==> config.mk <==
export PLATFORM = sky130hd
export DESIGN_NAME = fall_detect_ctrl
export DESIGN_NICKNAME = d
export VERILOG_FILES = /design/src/rtl/fall_detect_ctrl.sv
export SDC_FILE = /design/constraint.sdc
export NUM_CORES = 1
export LEC_CHECK = 0
export BUFFER_PORTS_ARGS = -buffer_cell sky130_fd_sc_hd__buf_2
export CAP_MARGIN = 10
export CORE_MARGIN = 8
export CORE_UTILIZATION = 42
export CTS_CLUSTER_SIZE = 16
export DETAILED_ROUTE_END_ITERATION = 7
export PLACE_DENSITY = 0.73
export SETUP_SLACK_MARGIN = 0.3
export SYNTH_ARGS = -nofsm -noshare
export SYNTH_HDL_FRONTEND = slang
export SYNTH_SLANG_ARGS = --single-unit
==> constraint.sdc <==
create_clock -name clk -period 4.4 [get_ports clk]
set_clock_uncertainty 0.05 [all_clocks]
set_input_delay 0 -clock clk [delete_from_list [all_inputs] [get_ports clk]]
set_output_delay 0 -clock clk [all_outputs]
set_load 0.02 [all_outputs]
==> src/rtl/fall_detect_ctrl.sv <==
// Fall-event sequencer driven by the squared-magnitude sample stream.
// Walks free-fall -> impact -> stillness, counting in samples (not clocks).
// A confirmed fall latches fall_alarm until acknowledged and bumps a
// saturating event counter.
//
// Ports:
//   clk        system clock
//   rst_n      asynchronous active-low reset
//   enable     detector enable; low forces IDLE and drops the alarm
//   mag_valid  single-cycle strobe qualifying mag_sq
//   mag_sq     unsigned ax^2+ay^2+az^2
//   alarm_ack  single-cycle acknowledge that clears the alarm
//   fall_alarm high while a confirmed fall awaits acknowledge
//   state      current FSM state (IDLE=0 .. ALARM=4)
//   fall_count confirmed falls, saturating at 255
module fall_detect_ctrl #(
  parameter logic [31:0] FF_THRESH      = 32'd2684355,
  parameter int unsigned FF_MIN_SAMPLES = 5,
  parameter logic [31:0] IMPACT_THRESH  = 32'd104857600,
  parameter int unsigned IMPACT_WINDOW  = 50,
  parameter logic [31:0] STILL_LO       = 32'd10737418,
  parameter logic [31:0] STILL_HI       = 32'd24159191,
  parameter int unsigned STILL_SAMPLES  = 100
) (
  input  logic        clk,
  input  logic        rst_n,
  input  logic        enable,
  input  logic        mag_valid,
  input  logic [31:0] mag_sq,
  input  logic        alarm_ack,
  output logic        fall_alarm,
  output logic [2:0]  state,
  output logic [7:0]  fall_count
);

  typedef enum logic [2:0] {
    IDLE        = 3'd0,
    FREEFALL    = 3'd1,
    IMPACT_WAIT = 3'd2,
    STILL_CHECK = 3'd3,
    ALARM       = 3'd4
  } state_t;

  state_t      st_q, st_d;
  logic [15:0] cnt_q, cnt_d;
  logic        alarm_q, alarm_d;
  logic [7:0]  count_q, count_d;

  logic        is_ff, is_impact, is_still;
  logic [31:0] cnt_plus;

  assign is_ff     = mag_sq < FF_THRESH;
  assign is_impact = mag_sq > IMPACT_THRESH;
  assign is_still  = (mag_sq >= STILL_LO) && (mag_sq <= STILL_HI);
  // Widened so the "next count reaches limit" test never wraps at 16 bits.
  assign cnt_plus  = {16'd0, cnt_q} + 32'd1;

  always_ff @(posedge clk or negedge rst_n) begin
    if (!rst_n) begin
      st_q    <= IDLE;
      cnt_q   <= '0;
      alarm_q <= 1'b0;
      count_q <= '0;
    end else begin
      st_q    <= st_d;
      cnt_q   <= cnt_d;
      alarm_q <= alarm_d;
      count_q <= count_d;
    end
  end

  always_comb begin
    st_d    = st_q;
    cnt_d   = cnt_q;
    alarm_d = alarm_q;
    count_d = count_q;

    if (!enable) begin
      st_d    = IDLE;
      cnt_d   = '0;
      alarm_d = 1'b0;
    end else begin
      unique case (st_q)
        IDLE: begin
          if (mag_valid && is_ff) begin
            st_d  = FREEFALL;
            cnt_d = 16'd1;
          end
        end
        FREEFALL: begin
          if (mag_valid) begin
            if (!is_ff) begin
              st_d  = IDLE;
              cnt_d = '0;
            end else if (cnt_plus == FF_MIN_SAMPLES) begin
              st_d  = IMPACT_WAIT;
              cnt_d = '0;
            end else begin
              cnt_d = cnt_q + 16'd1;
            end
          end
        end
        IMPACT_WAIT: begin
          // Impact is tested first so it wins on the last window sample.
          if (mag_valid) begin
            if (is_impact) begin
              st_d  = STILL_CHECK;
              cnt_d = '0;
            end else if (cnt_plus == IMPACT_WINDOW) begin
              st_d  = IDLE;
              cnt_d = '0;
            end else begin
              cnt_d = cnt_q + 16'd1;
            end
          end
        end
        STILL_CHECK: begin
          if (mag_valid) begin
            if (!is_still) begin
              st_d  = IDLE;
              cnt_d = '0;
            end else if (cnt_plus == STILL_SAMPLES) begin
              st_d    = ALARM;
              cnt_d   = '0;
              alarm_d = 1'b1;
              if (count_q != 8'hFF) count_d = count_q + 8'd1;
            end else begin
              cnt_d = cnt_q + 16'd1;
            end
          end
        end
        ALARM: begin
          // Samples are not evaluated here; one arriving with the ack is dropped.
          if (alarm_ack) begin
            st_d    = IDLE;
            alarm_d = 1'b0;
          end
        end
        default: begin
          st_d  = IDLE;
          cnt_d = '0;
        end
      endcase
    end
  end

  assign fall_alarm = alarm_q;
  assign state      = st_q;
  assign fall_count = count_q;

endmodule

* After elaboration in Yosys (flattened, before gate mapping)
Cells that the tools add are included.
Storage, ports and cells: register bits 28, bits of input ports 37, output and inout bits 12, word-level logic and storage cells 69
Operators by class: add/sub/neg operators 3, magnitude comparators 4, equal/unequal tests 20, muxes and demuxes 31, reduce and logical (&&, ||, !) cells 7
Operators by type and width (number):
- 2-to-1 mux 16 bit | 11
- case mux 16 bit (5 select lines) | 1
- 2-to-1 mux 3 bit | 12
- greater-or-equal comparator 32 x 24 -> 1 bit (second input constant) | 1
- greater-than comparator 32 x 27 -> 1 bit (second input constant) | 1
- less-or-equal comparator 32 x 25 -> 1 bit (second input constant) | 1
- < comparator 32 x 22 -> 1 bit (second input constant) | 1
- inequality test 3 bit (second input constant) | 7
- adder 16 x 1 -> 17 bit (second input constant) | 1
- equality test 17 x 3 -> 1 bit (second input constant) | 1
- equality test 17 x 6 -> 1 bit (second input constant) | 1
- equality test 17 x 7 -> 1 bit (second input constant) | 1
- adder 16 x 1 -> 16 bit (second input constant) | 1
- case mux 3 bit (5 select lines) | 1
- inequality test 4 bit (second input constant) | 3
- AND reduction 5 bit | 2
- adder 8 x 1 -> 8 bit (second input constant) | 1
- inequality test 8 bit (second input constant) | 1
- AND reduction 8 bit | 1
- equality test 3 x 2 -> 1 bit (second input constant) | 2
- AND reduction 6 bit | 1
- 2-to-1 mux 1 bit | 5
- equality test 3 x 1 -> 1 bit (second input constant) | 1
- equality test 3 bit (second input constant) | 1
- other kinds (5) | 6

* Depth between registers and ports, before layout
word-level depth 7, gate-level depth with buffers 11, depth with buffers taken out 9

* Worst setup path after synthesis
OpenSTA, ideal clock, no wires.
path type register to register, start register cnt_q[0], end register cnt_q[11], library setup time 0.118 ns, data arrival time 2.959 ns, setup slack 1.273 ns, stages on the path, launching flop included 12, buffers on the path 2, clock period less this slack 3.127 ns, cells stage by stage dfrtp_1 -> ha_1 -> nand4_1 -> clkbuf_1 -> or4_1 -> a221oi_1 -> nand2_1 -> o311a_4 -> o31ai_4 -> buf_6 -> o21bai_1 -> a21o_1
On the way: longest elaborated chain between the ends 7, elaborated cells on any way between the ends 16
RTL lines:
- start: declaration | RTL line 45 | logic [15:0] cnt_q, cnt_d;
- start signal: assignment | RTL line 66 | cnt_q <= cnt_d;
- adder 16 x 1 -> 17 bit | RTL line 56 | assign cnt_plus = {16'd0, cnt_q} + 32'd1;
- equality test 17 x 7 -> 1 bit, or another cell as far along | RTL line 122 | end else if (cnt_plus == STILL_SAMPLES) begin
- 2-to-1 mux 16 bit (on tied branches) | RTL line 122, 109, 95
- 2-to-1 mux 16 bit (on tied branches) | RTL line 119, 106, 92
- 2-to-1 mux 16 bit (on tied branches) | RTL line 118, 105, 91
- case mux 16 bit (5 select lines) * | RTL line 83 | unique case (st_q)
- 2-to-1 mux 16 bit * | RTL line 78 | if (!enable) begin
Mark *: on every way between the ends. The rest lies on a longest branch, timed or not. The select of a mux whose other input is x is not followed. A chain may end at the register's enable or synchronous reset.

* Final worst setup path
Same ends and word-level chain as after synthesis.

==> results.py <==
metrics = {
    "outcome": {
        "status": "complete, no violations",
    },
    "timing": {
        "worst_slack_ps": 702,
        "fmaxAchievable_ghz": 0.270,
        "slew-limit-headroom": 0.562,
        "rsz0062_at_grt": "no",
        "tightest_slew_ps": 656,
        "finalHoldViolations": 0,
        "setup_tns_ps": 0,
        "post-route-min-period_ps": 3700,
        "drv_slew": 0,
        "hold-worst-slack_ps": 110,
        "setup_viol": 0,
        "finalCritPeriodShare": 0.840,
    },
    "cts": {
        "cts_buffers": 3,
        "cts.sinks": 28,
        "h-tree-depth": 1,
        "clk_latency_ps": 290,
        "clkTransAtPathRegs_ps": 100,
        "cts_root_buf": "clkbuf_8",
        "cts_resized": 0,
        "cts_max_path_buffers": 2,
        "cts_tree": "yes",
    },
    "grt": {
        "grt_pass1_wl_mm": 9.66,
        "grt_usage": 0.149,
        "grt_antenna_before_repair": 0,
        "grt_max_degree": 29,
        "grt_pass1_vias": 2150,
        "grt.overflow.total": 0,
    },
    "floorplan": {
        "rows": 26,
        "start_util": 0.440,
        "pin_count": 49,
        "design.die.area_um2": 7980,
        "die_x_um": 89.4,
        "coreArea_um2": 5140,
        "dieHeight_um": 89.4,
    },
    "logic_synthesis": {
        "yosysUniqueCellTypes": 57,
        "synthesis.nets": 321,
        "yosys_most_used_dff": "dfrtp_1",
        "synth_seq_cells": 28,
        "ys_seq_area_frac": 0.310,
        "synth_area_per_cell_um2": 8.10,
        "syn_inst": 279,
        "synth_async_sr_flop_share": 1.00,
        "syn-cell-area_um2": 2260,
        "synth_edf_count": 0,
        "yosysWarnings": 0,
    },
    "setup_path": {
        "start_kind": "register",
        "end_kind": "register",
        "required_ps": 4530,
        "critical_path_class": "reg2reg",
        "arrival_ps": 3830,
        "path_max_fanout": 22,
    },
    "final_layout": {
        "fill_cells": 514,
        "nets": 366,
        "drive_gt1_frac": 0.189,
        "layout.cells.non_filler": 393,
        "utilization": 0.512,
        "n_antenna_cell": 0,
        "area_growth_pct": 16.5,
    },
    "power_and_ir_drop": {
        "powerDensity_nw_per_um2": 207,
        "p_leak_uw": 0.00117,
        "irDropWorstVdd_mv": 0.130,
    },
    "routing": {
        "ant_nets": 0,
        "viasPerCell": 5.83,
        "first_pass_iters": 4,
        "drtIter0Drc": 172,
        "wl_per_cell_um": 14.6,
        "routed_wl_mm": 5.75,
        "drc": 0,
        "dr_total_vias": 2290,
    },
    "placement": {
        "gp_congestion": 0.859,
        "io_buffers": 48,
        "dp.cells": 386,
        "dp_hpwl_mm": 4.47,
        "place_ws_ps": 716,
    },
    "flow_run": {
        "drv_cap": 0,
    },
    "hold_path": {
        "hold_class": "in2reg",
    },
}
## critical path, cell delays in order (launching register included)
cell and delay (ps):
dfrtp_1 520, ha_1 300, nand4_1 340, or4_4 650, or3_1 380, o21a_1 170, o311a_4 410, o31ai_4 210
buf_4 260, o21bai_1 100, a21o_1 190
## cells in the mapped netlist (all sizes together) (3+ instances only)
| cell type | count | area [um2] |
|---|---|---|
| o21ai | 17 | 85.1 |
| inv | 12 | 45.0 |
| clkbuf | 4 | 15.0 |
| ha | 5 | 62.6 |
| o31a | 3 | 26.3 |
| or4 | 8 | 63.8 |
| o21bai | 3 | 22.5 |
| and3 | 4 | 25.0 |
| a21o | 8 | 60.1 |
| xor2 | 8 | 70.1 |
| nor3 | 8 | 40.0 |
| nand3 | 20 | 100 |
| nor2 | 23 | 86.3 |
| nand4 | 9 | 71.3 |
| nor4 | 5 | 31.3 |
| a41o | 3 | 30.0 |
| o211ai | 5 | 37.5 |
| nand2 | 30 | 113 |
| a21oi | 14 | 70.1 |
| buf | 8 | 48.8 |
| nand2b | 4 | 25.0 |
| or3 | 8 | 50.1 |
| o31ai | 3 | 36.3 |
| dfrtp | 28 | 701 |
## cells by family (layout without fill, tap and decap cells)
| family | after synthesis | after routing | share of synthesized area |
|---|---|---|---|
| adder cells (fa/ha/maj) | 5 | 5 | 0.0277 |
| XOR/XNOR | 10 | 10 | 0.0388 |
| AO/OA/AOI/OAI | 76 | 76 | 0.243 |
| AND/OR/NAND/NOR | 132 | 132 | 0.313 |
| flip-flops | 28 | 28 | 0.310 |
| buffers and inverters | 24 | 68 | 0.0482 |
| multiplexers | 4 | 4 | 0.0188 |
## final cells by class
class	instances	area, um2	area share
clock buffers	3	41.3	0.0157
clock inverters	1	30.0	0.0114
inverters	12	45.0	0.0171
multi-input cells	227	1450	0.551
flip-flops and latches	28	701	0.266
well taps	70	87.6	0.0333
repair buffers	52	278	0.106
## per-layer routing
layer	track usage	up-vias	routed length (um)	part of all wire
met4	0.0559	0	61	0.011
met1	0.190	1071	2550	0.44
met3	0.0322	5	539	0.094
li1	-	1137	-	-
met5	0	-	0	0
met2	0.238	77	2600	0.45
## cells in the final DEF (no fill, tap or decap), types with 12 or more instances in the layout
master,netlist,final
o21ai_0,17,17
nor2_1,23,23
a21oi_1,14,14
buf_2,6,48
dfrtp_1,28,28
nand2_1,30,30
nand3_1,20,20
inv_1,12,12
## stage by stage
| step | power, uW | cell area (um2) |
|---|---|---|
| final | 544 | 2630 |
| after global routing | 569 | 2630 |
| after CTS | 552 | 2630 |
| after detailed placement | 342 | 2530 |
| after global placement | 341 | 2530 |
| after floorplan | 303 | 2260 |
## state kept, by name, indices dropped and copies added (netlist names)
| signal | cells |
|---|---|
| fall_count | 8 |
| cnt_q | 16 |
| state | 3 |
| fall_alarm | 1 |
## report_power, final
group	switching [uW]	leakage (uW)	total (uW)	internal, uW
combinational	41.8	0.000745	72.4	30.6
sequential	6.06	0.000390	265	259
clock	84.4	0.0000357	207	122
## final timing paths
check	start	to	slack (ps)	depth (start not counted)
worst max-delay path	cnt_q[0]$_DFFE_PN0P_	cnt_q[11]$_DFFE_PN0P_	700	10
worst min register to register	fall_count[6]$_DFFE_PN0P_	fall_count[6]$_DFFE_PN0P_	440	1
worst min-delay path	mag_sq[27]	state[0]$_DFFE_PN0P_	110	5
min in group asynchronous	rst_n	cnt_q[14]$_DFFE_PN0P_	210	2
max in group asynchronous	rst_n	cnt_q[2]$_DFFE_PN0P_	3690	2
worst max register to register	cnt_q[0]$_DFFE_PN0P_	cnt_q[11]$_DFFE_PN0P_	700	10
## repair_timing
item	4_1_cts	5_1_grt
hold buffers	3	0
hold endpoints to repair	29	0
setup buffers	0	0
Note: power is estimated with default switching activity, not from simulation.
